===== config.mk =====
export PLATFORM = sky130hd
export DESIGN_NAME = cpu_clock_enable
export DESIGN_NICKNAME = d
export VERILOG_FILES = /design/src/rtl/cpu_clock_enable.sv
export SDC_FILE = /design/constraint.sdc
export NUM_CORES = 1
export LEC_CHECK = 0
export BUFFER_PORTS_ARGS = -buffer_cell sky130_fd_sc_hd__buf_2
export CAP_MARGIN = 5
export CORE_MARGIN = 3
export CORE_UTILIZATION = 56
export CTS_CLUSTER_DIAMETER = 100
export CTS_CLUSTER_SIZE = 16
export DETAILED_ROUTE_END_ITERATION = 10
export PLACE_DENSITY = 0.78
export SLEW_MARGIN = 5
export SYNTH_ARGS = -nofsm -noshare
export SYNTH_HDL_FRONTEND = slang
export SYNTH_SLANG_ARGS = --single-unit

===== constraint.sdc =====
create_clock -name clock_in -period 2.8 [get_ports clock_in]
set_input_delay 0.56 -clock clock_in [delete_from_list [all_inputs] [get_ports clock_in]]
set_output_delay 0.56 -clock clock_in [all_outputs]
set_load 0.02 [all_outputs]

===== src/rtl/cpu_clock_enable.sv =====
// Turns the divided clock into single-cycle processor enables on the board clock,
// with free-run, debounced single-step and a permanent halt state.
module cpu_clock_enable #(
   parameter logic [15:0] DEBOUNCE_CYCLES = 16'd10
) (
   input  logic        clock_in,
   input  logic        reset_n,
   input  logic        slow_clock,
   input  logic        mode_run,
   input  logic        step_button,
   input  logic        halt,
   output logic        cpu_enable,
   output logic        running,
   output logic        halted,
   output logic [15:0] enable_count
);

   typedef enum logic [1:0] {StStep, StRun, StHalt} state_e;

   logic        slow_meta_q, slow_sync_q, slow_prev_q;
   logic        mode_meta_q, mode_sync_q;
   logic        btn_meta_q, btn_sync_q;
   logic [15:0] db_cnt_q, db_cnt_d;
   logic        db_level_q, db_level_d;
   logic        step_req_q, step_req_d;
   logic        step_pending_q, step_pending_d;
   logic        enable_q, enable_d;
   logic [15:0] count_q, count_d;
   state_e      state_q, state_d;
   logic        tick;

   always_ff @(posedge clock_in or negedge reset_n) begin
      if (!reset_n) begin
         slow_meta_q <= 1'b0;
         slow_sync_q <= 1'b0;
         slow_prev_q <= 1'b0;
         mode_meta_q <= 1'b0;
         mode_sync_q <= 1'b0;
         btn_meta_q  <= 1'b0;
         btn_sync_q  <= 1'b0;
      end else begin
         slow_meta_q <= slow_clock;
         slow_sync_q <= slow_meta_q;
         slow_prev_q <= slow_sync_q;
         mode_meta_q <= mode_run;
         mode_sync_q <= mode_meta_q;
         btn_meta_q  <= step_button;
         btn_sync_q  <= btn_meta_q;
      end
   end

   // Rising edges of the divided clock only.
   assign tick = slow_sync_q & ~slow_prev_q;

   always_comb begin
      db_cnt_d   = '0;
      db_level_d = db_level_q;
      step_req_d = 1'b0;
      if (btn_sync_q != db_level_q) begin
         if (db_cnt_q == DEBOUNCE_CYCLES - 16'd1) begin
            db_level_d = btn_sync_q;
            step_req_d = btn_sync_q;
         end else begin
            db_cnt_d = db_cnt_q + 16'd1;
         end
      end
   end

   always_comb begin
      state_d        = state_q;
      step_pending_d = step_pending_q;
      enable_d       = 1'b0;
      case (state_q)
         StStep: begin
            if (halt) begin
               state_d        = StHalt;
               step_pending_d = 1'b0;
            end else begin
               // A request arriving with a tick waits for the following tick.
               if (tick && step_pending_q) begin
                  enable_d       = 1'b1;
                  step_pending_d = 1'b0;
               end else if (step_req_q) begin
                  step_pending_d = 1'b1;
               end
               if (mode_sync_q) begin
                  state_d        = StRun;
                  step_pending_d = 1'b0;
               end
            end
         end
         StRun: begin
            step_pending_d = 1'b0;
            if (halt) begin
               state_d = StHalt;
            end else begin
               enable_d = tick;
               if (!mode_sync_q) begin
                  state_d = StStep;
               end
            end
         end
         StHalt: begin
            step_pending_d = 1'b0;
         end
         default: begin
            state_d        = StStep;
            step_pending_d = 1'b0;
         end
      endcase
   end

   assign count_d = count_q + {15'd0, enable_d};

   always_ff @(posedge clock_in or negedge reset_n) begin
      if (!reset_n) begin
         db_cnt_q       <= '0;
         db_level_q     <= 1'b0;
         step_req_q     <= 1'b0;
         step_pending_q <= 1'b0;
         enable_q       <= 1'b0;
         count_q        <= '0;
         state_q        <= StStep;
      end else begin
         db_cnt_q       <= db_cnt_d;
         db_level_q     <= db_level_d;
         step_req_q     <= step_req_d;
         step_pending_q <= step_pending_d;
         enable_q       <= enable_d;
         count_q        <= count_d;
         state_q        <= state_d;
      end
   end

   assign cpu_enable   = enable_q;
   assign running      = (state_q == StRun);
   assign halted       = (state_q == StHalt);
   assign enable_count = count_q;

endmodule


==> flow_summary.yaml, run 1 <==
cells_and_area:
  multiInputGateArea_um2: 722
  final_net_count: 203
  fillCellCount: 233
  final-seq-area_mm2: 0.00113
  diodes: 0
  fin_cells: 238
  drive_above_1_share_pct: 18.0
  syn_to_final_growth_pct: 13.6
sta:
  fin_crit_ns: 2.28
  fin_tns_setup_ns: 0
  final_min_period_over_clock_period_pct: 81.5
  slew_of_the_pin_with_the_lowest_slew_margin_ns: 0.939
  rsz0062_at_grt: "no"
  achievable-frequency_mhz: 438
  finClkSkew_ns: 0.00496
  setup_viol_count_final: 0
  slew_headroom_pct: 37.4
  drv_slew: 0
  timing_hold_violations_final: 0
yosys:
  synth.top_cells.by_area: "sky130_fd_sc_hd__dfrtp_1, sky130_fd_sc_hd__xnor2_1, sky130_fd_sc_hd__xor2_1, sky130_fd_sc_hd__nor2_1, sky130_fd_sc_hd__ha_1"
  synth_seq_area_share_pct: 59.9
  mappedNetlistArea_mm2: 0.00188
  cell_taking_the_most_area_after_synthesis: "sky130_fd_sc_hd__dfrtp_1"
  yosys.area.top_type_share_pct: 59.9
  synth-main-ff-cell: "sky130_fd_sc_hd__dfrtp_1"
  synth_enable_flop_cells: 0
  async_flop_share_pct: 100
  ys_warn_count: 0
  syn_avg_cell_area_um2: 11.5
  synthMostInstantiatedCell: "sky130_fd_sc_hd__dfrtp_1"
  postSynthNetCount: 174
  synth_cell_type_count: 26
  yosys_register_bits: 45
  post_synth_most_frequent_cells: "sky130_fd_sc_hd__dfrtp_1, sky130_fd_sc_hd__nor2_1, sky130_fd_sc_hd__xnor2_1, sky130_fd_sc_hd__nand2_1, sky130_fd_sc_hd__xor2_1"
  syn_inst: 164
worst_setup_path:
  cp_cell_sequence: "nor2_1, o21ai_0, nor3b_1, ha_1, ha_1, nand3_1, nor3_1, nand2_1, xnor2_1"
  rr_startpoint: "state_q[1]$_DFFE_PN0P_"
  cpPeakStageDelay_ns: 0.43
  setup.worst_path.end: "enable_count[14]$_DFF_PN0_"
  crit_path_start: "state_q[1]$_DFFE_PN0P_"
  register_to_register_path_setup_slack_ns: 0.52
  worstPathMaxFanout: 4
  criticalPathCategory: "flip-flop to flip-flop"
  worst_r2r_path_depth: 9
  startpoint_type: "flip-flop"
  critical-path-top-cell-by-count: "sky130_fd_sc_hd__ha_1"
  timing.critical_path.required_ns: 3.05
  worst-endpoint-arrival_ns: 2.53
  kind_of_capture_point_of_the_worst_setup_path: "flip-flop"
  worst_r2r_endpoint: "enable_count[14]$_DFF_PN0_"
  worst_path_max_delay_cell: "sky130_fd_sc_hd__dfrtp_1"
min_path:
  worstHoldPathType: "input pin to flip-flop"
placement:
  detailed_place_hpwl_um: 2180
  place.port_buffers: 24
  numPlacedInstances: 230
  gp_congestion: 0.849
global_routing:
  global_route_wire_length_before_repair_um: 5490
  grt_start_max_net_pins: 46
  total_congestion_overflow: 0
  track_usage_pct: 17.6
  initial_antenna_violation_count: 0
  grt_pass1_vias: 1229
routing:
  remaining_drc_errors: 0
  dr_vias_cell: 5.22
  drt-pass1-iter-count: 4
  vias: 1242
  wl_per_cell_um: 12.7
  detail_route.iter0.violations: 78
  wl_um: 3030
  antenna_left: 0
pwr:
  leakage_nw: 1.01
  ir_drop_uv: 439
  power-per-cell-area_mw_per_mm2: 534
cts:
  htree_levels: 2
  clock_latency_of_the_later_clocked_register_in_the_worst_skew_pair_ns: 0.35
  clock_sink_count: 45
  postCtsHoldBufs: 0
  cts_inserted_buffers: 5
  post-cts-setup-buffer-count: 0
  cts-resized-gates: 0
  cts-root-buf: "sky130_fd_sc_hd__clkbuf_4"
  clock_tree.buffer_depth: 2
  tritoncts: "built"
  path_clk_slew_ns: 0.12
floorplan:
  chip_width_um: 63.9
  io_pins: 25
  die_outline_area_mm2: 0.00409
  die_h_um: 63.9
  design.core.area_mm2: 0.00313
  placementRows: 20
  start_util_pct: 60.1
flow_run:
  timing.max_cap.violations: 0
status:
  outcome: "completed"
## worst min path at each step
stage | startpoint | to | slack, ns | cells past startpoint
floorplan | reset_n | btn_meta_q$_DFF_PN0_ | 0.26 | 0
global placement | slow_meta_q$_DFF_PN0_ | slow_sync_q$_DFF_PN0_ | 0.33 | 0
detailed placement | mode_meta_q$_DFF_PN0_ | mode_sync_q$_DFF_PN0_ | 0.34 | 0
CTS | slow_clock | slow_meta_q$_DFF_PN0_ | 0.29 | 1
global route | slow_clock | slow_meta_q$_DFF_PN0_ | 0.26 | 1
finish | slow_clock | slow_meta_q$_DFF_PN0_ | 0.31 | 1
## cells in the final DEF, fill, tap and decap left out, drive strengths merged
master / count
dfrtp: 45
buf: 24
nor2: 21
xnor2: 18
xor2: 10
nand2: 10
nand3: 9
nand4: 8
inv: 6
nor4: 6
clkbuf: 6
nor3: 5
ha: 4
o21ai: 3
nor3b: 3
nor2b: 2
nor4b: 2
and2: 2
a21oi: 2
and3: 1
or3b: 1
or4: 1
or3: 1
mux2: 1
nand3b: 1
clkinvlp: 1
bufinv: 1
## layout make-up
| type | instances | area share (%) |
|---|---|---|
| flip-flops and latches | 45 | 52.8 |
| multi-input cells | 111 | 33.8 |
| repair buffers | 24 | 5.63 |
| well taps | 44 | 2.58 |
| clock buffers | 6 | 2.40 |
| clock inverters | 2 | 1.76 |
| inverters | 6 | 1.06 |
## per-layer routing
metal / track usage, % / part of all wire (%)
met2: 27.7 / 46
met4: 8.89 / 1.9
met5: 0 / 0
met1: 21.7 / 47
met3: 5.80 / 5.3
## worst max-delay path, delay by kind of cell (launching register included)
| family | cells | cell delay [ns] |
|---|---|---|
| adder cells (fa/ha/maj) | 2 | 0.45 |
| AO/OA/AOI/OAI | 1 | 0.12 |
| XOR/XNOR | 1 | 0.14 |
| AND/OR/NAND/NOR | 5 | 1.05 |
| flip-flops | 1 | 0.43 |
## flip-flops by register name (all words and copies together) (netlist names)
name and flops:
step_req_q 1, mode_sync_q 1, btn_sync_q 1, slow_meta_q 1, slow_prev_q 1, step_pending_q 1, mode_meta_q 1, cpu_enable 1
db_level_q 1, btn_meta_q 1, db_cnt_q 16, enable_count 16, state_q 2, slow_sync_q 1
## kinds of logic after synthesis
logic type	count (synthesis)	synth area share, %
AO/OA/AOI/OAI	5	1.33
XOR/XNOR	28	13.0
adder cells (fa/ha/maj)	4	2.66
buffers and inverters	8	1.66
flip-flops	45	59.9
multiplexers	1	0.599
AND/OR/NAND/NOR	73	20.8
## power breakdown
group          leakage, nW  internal, mW  switching, mW
clock               0.0445         0.212          0.199
combinational        0.356        0.0164         0.0336
sequential           0.605         0.664         0.0153
total                 1.01         0.893          0.248
## through the flow
| step | total power, mW | worst slack [ns] | utilization, % | cell area, µm² | hold slack [ns] |
|---|---|---|---|---|---|
| 2_1_floorplan | 0.721 | 0.623 | - | 1880 | 0.264 |
| 3_3_place_gp | 0.741 | 0.415 | 65.4 | 2050 | 0.332 |
| 3_5_place_dp | 0.743 | 0.263 | 65.4 | 2050 | 0.336 |
| 4_1_cts | 1.15 | 0.519 | 68.2 | 2130 | 0.289 |
| 5_1_grt | 1.20 | 0.170 | 68.2 | 2130 | 0.257 |
| 6_report | 1.14 | 0.518 | 68.2 | 2130 | 0.307 |
Power figures use the tool's default switching activity.
==> run 2, diff against run 1 <==
==> constraint.sdc (replaced) <==
create_clock -name clock_in -period 2.1 [get_ports clock_in]
set_input_delay 0.42 -clock clock_in [delete_from_list [all_inputs] [get_ports clock_in]]
set_output_delay 0.42 -clock clock_in [all_outputs]
set_load 0.02 [all_outputs]
==> run 2 against run 1 <==
Fmax increased by 19%. Utilization increased by 2.4 points. Global-route usage decreased by 0.12 points. Combinational power increased by 45%. Clock skew increased by 0.0030 ns. Die area unchanged. Power increased by 22%. Count of clock-buffer cells in the layout decreased by 1. Register-to-register slack got worse by 0.33 ns. Final area increased by 3.6%. Sequential share of layout area decreased by 1.8 points. Critical endpoint is now enable_count[10]$_DFF_PN0_.
==> flow_summary.yaml, run 2 (same netlist as run 1, synthesis figures left out) <==
worst_setup_path:
  criticalPathCategory: "flip-flop to flip-flop"
  kind_of_capture_point_of_the_worst_setup_path: "flip-flop"
  timing.critical_path.required_ns: 2.35
  worst-endpoint-arrival_ns: 2.16
  worstPathMaxFanout: 3
  startpoint_type: "flip-flop"
cells_and_area:
  diodes: 0
  finish.utilization_pct: 70.7
  fillCellCount: 229
  syn_to_final_growth_pct: 17.6
  drive_above_1_share_pct: 24.8
  layout.cells.most_common_list: "sky130_fd_sc_hd__dfrtp_1, sky130_fd_sc_hd__buf_2, sky130_fd_sc_hd__nor2_1, sky130_fd_sc_hd__xnor2_1"
  final_net_count: 211
  final-seq-area_mm2: 0.00113
  layout_commonest_cell: "sky130_fd_sc_hd__dfrtp_1"
  multiInputGateArea_um2: 752
  final_cell_area_mm2: 0.00221
floorplan:
  placementRows: 20
  die_outline_area_mm2: 0.00409
  io_pins: 25
  start_util_pct: 60.1
  chip_width_um: 63.9
  design.core.area_mm2: 0.00313
  die_h_um: 63.9
global_routing:
  total_congestion_overflow: 0
  grt_start_max_net_pins: 46
  grt_pass1_vias: 1288
  global_route_wire_length_before_repair_um: 5550
  initial_antenna_violation_count: 0
  track_usage_pct: 17.5
cts:
  clock_sink_count: 45
  clock_latency_of_the_later_clocked_register_in_the_worst_skew_pair_ns: 0.36
  cts-root-buf: "sky130_fd_sc_hd__clkbuf_4"
  path_clk_slew_ns: 0.13
  cts_inserted_buffers: 5
  clock_tree.buffer_depth: 2
  htree_levels: 2
  tritoncts: "built"
routing:
  dr_vias_cell: 5.28
  wl_um: 3230
  antenna_left: 0
  detail_route.iter0.violations: 43
  drt-pass1-iter-count: 4
  vias: 1298
  remaining_drc_errors: 0
  wl_per_cell_um: 13.1
sta:
  fin_crit_ns: 1.91
  timing_hold_violations_final: 0
  fin_ws_ns: 0.190
  slew_of_the_pin_with_the_lowest_slew_margin_ns: 0.514
  slew_headroom_pct: 65.7
  setup_viol_count_final: 0
  finClkSkew_ns: 0.00795
  worst_hold_slack_ns: 0.156
  achievable-frequency_mhz: 524
  fin_tns_setup_ns: 0
  drv_slew: 0
  final_min_period_over_clock_period_pct: 91.0
placement:
  dp_slack_ns: -0.0730
  place.port_buffers: 24
  gp_congestion: 0.861
  placement.cell_area_mm2: 0.00210
  detailed_place_hpwl_um: 2260
flow_run:
  timing.max_cap.violations: 0
pwr:
  leakage_nw: 1.04
  ir_drop_uv: 565
  power-per-cell-area_mw_per_mm2: 628
status:
  outcome: "completed"
min_path:
  worstHoldPathType: "input pin to flip-flop"
run 2: area by class of cell:
cell class                 count  area share (%)
clock buffer                   5            1.70
clock inverter                 3            1.02
inverter                       6            1.02
multi-input combinational    111            34.0
sequential                    45            50.9
tap                           44            2.49
timing repair buffer          32            8.83
run 2: repair_timing:
item                       4_1_cts  5_1_grt
resized for setup                0        8
setup endpoints to repair        0       10
setup buffers                    0        1
hold buffers                     0        1
hold endpoints to repair         0       27
run 2: power by group:
group          switching (mW)  internal, mW  total (mW)
clock                   0.277         0.133       0.410
combinational          0.0457        0.0271      0.0727
sequential             0.0194         0.886       0.905
run 2: through the flow:
step | cells | total power, mW
2_1_floorplan | 164 | 0.961
3_3_place_gp | 236 | 0.992
3_5_place_dp | 236 | 0.994
4_1_cts | 244 | 1.40
5_1_grt | 246 | 1.48
6_report | 246 | 1.39
run 2: final timing paths:
path                                        start                          to  slack, ns  depth (start not counted)
min in group asynchronous                 reset_n   enable_count[2]$_DFF_PN0_       0.53                          3
max                        state_q[1]$_DFFE_PN0P_  enable_count[10]$_DFF_PN0_       0.19                          9
min reg2reg                 mode_meta_q$_DFF_PN0_       mode_sync_q$_DFF_PN0_       0.36                          0
max in group asynchronous                 reset_n      db_cnt_q[14]$_DFF_PN0_       1.36                          3
max reg2reg                state_q[1]$_DFFE_PN0P_  enable_count[10]$_DFF_PN0_       0.19                          9
min                                    slow_clock       slow_meta_q$_DFF_PN0_       0.16                          1
run 2: critical path: stages, from the launching register on:
cell                      delay (ns)
sky130_fd_sc_hd__dfrtp_1        0.43
sky130_fd_sc_hd__nor2_2         0.10
sky130_fd_sc_hd__o21ai_0        0.10
sky130_fd_sc_hd__nor3b_2        0.20
sky130_fd_sc_hd__ha_2           0.22
sky130_fd_sc_hd__ha_1           0.19
sky130_fd_sc_hd__nand3_2        0.12
sky130_fd_sc_hd__nor2_2         0.16
sky130_fd_sc_hd__nand4_1        0.13
sky130_fd_sc_hd__xnor2_1        0.14
run 2: per-layer routing:
metal | global-route usage, % | wire length [µm] | vias to the layer above
met5 | 0 | 0 | -
met4 | 7.55 | 82 | 0
met3 | 5.27 | 175 | 10
met2 | 29.7 | 1600 | 34
met1 | 20.5 | 1370 | 622
li1 | - | - | 632
==> run 3, diff against run 2 <==
--- a/config.mk
+++ b/config.mk
@@ -5,10 +5,11 @@
 export SDC_FILE = /design/constraint.sdc
 export NUM_CORES = 1
 export LEC_CHECK = 0
+export ABC_AREA = 1
 export BUFFER_PORTS_ARGS = -buffer_cell sky130_fd_sc_hd__buf_2
 export CAP_MARGIN = 5
 export CORE_MARGIN = 3
-export CORE_UTILIZATION = 56
+export CORE_UTILIZATION = 57
 export CTS_CLUSTER_DIAMETER = 100
 export CTS_CLUSTER_SIZE = 16
 export DETAILED_ROUTE_END_ITERATION = 10
==> constraint.sdc (replaced) <==
create_clock -name clock_in -period 2.1 [get_ports clock_in]
set_input_delay 0.21 -clock clock_in [delete_from_list [all_inputs] [get_ports clock_in]]
set_output_delay 0.21 -clock clock_in [all_outputs]
set_load 0.02 [all_outputs]
==> run 3 against run 2 <==
First-iteration DRC count increased by 130%. Die area rose by 8.2%. Largest cell class unchanged. Utilization decreased by 0.85 points. Largest power group unchanged. Critical endpoint unchanged. Cell count is 30% higher.
==> flow_summary.yaml, run 3 <==
pwr:
  clock_power_share_pct: 34.4
  finalPower_mw: 1.52
  total_switching_power_mw: 0.370
  swShare_pct: 24.4
  power.share.sequential_pct: 59.7
  cell_internal_pwr_mw: 1.15
  leakage_nw: 1.17
  power-per-cell-area_mw_per_mm2: 631
  ir_drop_uv: 515
  power.share.combinational_pct: 5.8
sta:
  setup_viol_count_final: 0
  achievable-frequency_mhz: 521
  fin_crit_ns: 1.92
  slew_headroom_pct: 71.1
  timing_hold_violations_final: 0
  slew_of_the_pin_with_the_lowest_slew_margin_ns: 0.434
  final_min_period_over_clock_period_pct: 91.4
  rsz0062_at_grt: "no"
  drv_slew: 0
  finClkSkew_ns: 0.00272
  fin_tns_setup_ns: 0
placement:
  place.port_buffers: 24
  detailed_place_hpwl_um: 2900
  gp_congestion: 0.885
  placement.cell_area_mm2: 0.00227
cts:
  tritoncts: "built"
  htree_levels: 2
  clock_sink_count: 45
  clock_tree.buffer_depth: 2
  cts-root-buf: "sky130_fd_sc_hd__clkbuf_8"
  path_clk_slew_ns: 0.08
  clock_latency_of_the_later_clocked_register_in_the_worst_skew_pair_ns: 0.29
  cts_inserted_buffers: 5
yosys:
  syn_inst: 239
  async_flop_share_pct: 100
  synth_cell_type_count: 24
  syn_avg_cell_area_um2: 8.73
  yosys_register_bits: 45
  ys_warn_count: 0
  synth.top_cells.by_area: "sky130_fd_sc_hd__dfrtp_1, sky130_fd_sc_hd__nand2_1, sky130_fd_sc_hd__nor2_1, sky130_fd_sc_hd__inv_1, sky130_fd_sc_hd__xnor2_1"
  synthMostInstantiatedCell: "sky130_fd_sc_hd__nand2_1"
  yosys.area.top_type_share_pct: 54.0
  synth_enable_flop_cells: 0
  mappedNetlistArea_mm2: 0.00209
  cell_taking_the_most_area_after_synthesis: "sky130_fd_sc_hd__dfrtp_1"
  post_synth_most_frequent_cells: "sky130_fd_sc_hd__nand2_1, sky130_fd_sc_hd__nor2_1, sky130_fd_sc_hd__dfrtp_1, sky130_fd_sc_hd__inv_1, sky130_fd_sc_hd__nand3_1"
  postSynthNetCount: 249
  synth-main-ff-cell: "sky130_fd_sc_hd__dfrtp_1"
  synth_seq_area_share_pct: 54.0
routing:
  antenna_left: 0
  remaining_drc_errors: 0
  drt-pass1-iter-count: 4
  detail_route.iter0.violations: 100
  vias: 1633
  wl_um: 3840
  wl_per_cell_um: 12.0
  dr_vias_cell: 5.09
cells_and_area:
  layout_commonest_cell: "sky130_fd_sc_hd__nand2_1"
  diodes: 0
  finish.utilization_pct: 69.8
  syn_to_final_growth_pct: 15.2
  fillCellCount: 296
  final_cell_area_mm2: 0.00240
  drive_above_1_share_pct: 18.2
  final_net_count: 284
  layout.cells.most_common_list: "sky130_fd_sc_hd__nand2_1, sky130_fd_sc_hd__nor2_1, sky130_fd_sc_hd__dfrtp_1, sky130_fd_sc_hd__inv_1, sky130_fd_sc_hd__buf_2"
  multiInputGateArea_um2: 856
  final-seq-area_mm2: 0.00113
status:
  outcome: "completed"
floorplan:
  placementRows: 21
  io_pins: 25
  start_util_pct: 60.6
  die_h_um: 66.5
  design.core.area_mm2: 0.00344
  die_outline_area_mm2: 0.00442
  chip_width_um: 66.5
worst_setup_path:
  criticalPathCategory: "flip-flop to flip-flop"
  worst_path_max_delay_cell: "sky130_fd_sc_hd__dfrtp_1"
  cp_cell_sequence: "nor2_1, inv_1, a211oi_2, ha_2, ha_1, nand3_2, inv_2, nand3_1, nor2_1, xor2_1"
  cpPeakStageDelay_ns: 0.41
  worst_r2r_path_depth: 10
  startpoint_type: "flip-flop"
  worstPathMaxFanout: 4
  cpLargestDelayFamily: "simple AND/OR/NAND/NOR gates"
  kind_of_capture_point_of_the_worst_setup_path: "flip-flop"
  worst-endpoint-arrival_ns: 2.15
  timing.critical_path.required_ns: 2.33
  critical-path-top-cell-by-count: "sky130_fd_sc_hd__nor2_1"
  register_to_register_path_setup_slack_ns: 0.18
  cp.depth: 10
  worstPathBufferInverterCount: 2
flow_run:
  timing.max_cap.violations: 0
global_routing:
  grt_start_max_net_pins: 27
  global_route_wire_length_before_repair_um: 6670
  total_congestion_overflow: 0
  initial_antenna_violation_count: 0
  track_usage_pct: 20.5
  grt_pass1_vias: 1513
min_path:
  worstHoldPathType: "input pin to flip-flop"
  hold_path_depth: 1
run 3: path summary, 6_finish.rpt:
check,from,to
max,state_q[1]$_DFFE_PN0P_,enable_count[10]$_DFF_PN0_
min,step_button,btn_meta_q$_DFF_PN0_
max reg2reg,state_q[1]$_DFFE_PN0P_,enable_count[10]$_DFF_PN0_
min reg2reg,btn_meta_q$_DFF_PN0_,btn_sync_q$_DFF_PN0_
max in group asynchronous,reset_n,db_cnt_q[5]$_DFF_PN0_
min in group asynchronous,reset_n,db_cnt_q[11]$_DFF_PN0_
run 3: worst reg2reg max path, delay by kind of cell (launching register included):
family                     cells  cell delay (ns)
AOI/OAI and AO/OA              1             0.18
xor gates and xnor gates       1             0.15
adders and majority gates      2             0.42
buffers and inverters          2             0.19
DFF                            1             0.41
and+or+nand+nor                4             0.51
run 3: logic make-up after synthesis:
| group | count (synthesis) | share of synthesized area (%) |
|---|---|---|
| xor+xnor | 17 | 7.13 |
| fa+ha+maj | 4 | 2.40 |
| simple gates | 133 | 28.4 |
| buf+inv | 31 | 5.63 |
| flops | 45 | 54.0 |
| compound gates | 9 | 2.46 |
run 3: cell type report:
cell class | instances | share of cell area (%)
clock inverter | 3 | 0.729
timing repair buffer | 29 | 6.87
sequential | 45 | 46.9
clock buffer | 5 | 2.86
tap | 46 | 2.39
inverter | 30 | 4.69
multi-input combinational | 163 | 35.6
run 3: routing by layer:
metal  global-route usage [%]  part of all wire [%]  vias to the layer above
met5                        0                     0                        -
met2                     31.2                    46                       48
met1                     28.1                    47                      755
li1                         -                     -                      822
met3                     4.72                   5.3                        8
met4                     8.88                   1.6                        0
run 3: power groups by stage:
| stage | combinational (mW) | sequential [mW] | clock, mW |
|---|---|---|---|
| after floorplan | 0.0464 | 0.920 | 0 |
| after global placement | 0.0827 | 0.921 | 0 |
| after detailed placement | 0.0864 | 0.923 | 0 |
| after CTS | 0.0880 | 0.906 | 0.531 |
| after global routing | 0.102 | 0.909 | 0.567 |
| final | 0.0887 | 0.906 | 0.522 |
run 3: timing repair:
action | 4_1_cts | 5_1_grt
hold buffers | 1 | 2
endpoints found under the setup margin | 0 | 4
resized for setup | 0 | 3
endpoints found under the hold margin | 19 | 2
buffers inserted | 0 | 0
run 3: stage by stage:
step | setup slack, ns | std cells | hold WS (ns)
4_1_cts | 0.0648 | 319 | 0.00942
6_report | 0.180 | 321 | 0.0152
5_1_grt | 0.0361 | 321 | 0.0105
3_5_place_dp | 0.131 | 310 | 0.177
2_1_floorplan | 0.286 | 239 | -0.0856
3_3_place_gp | 0.165 | 310 | 0.175
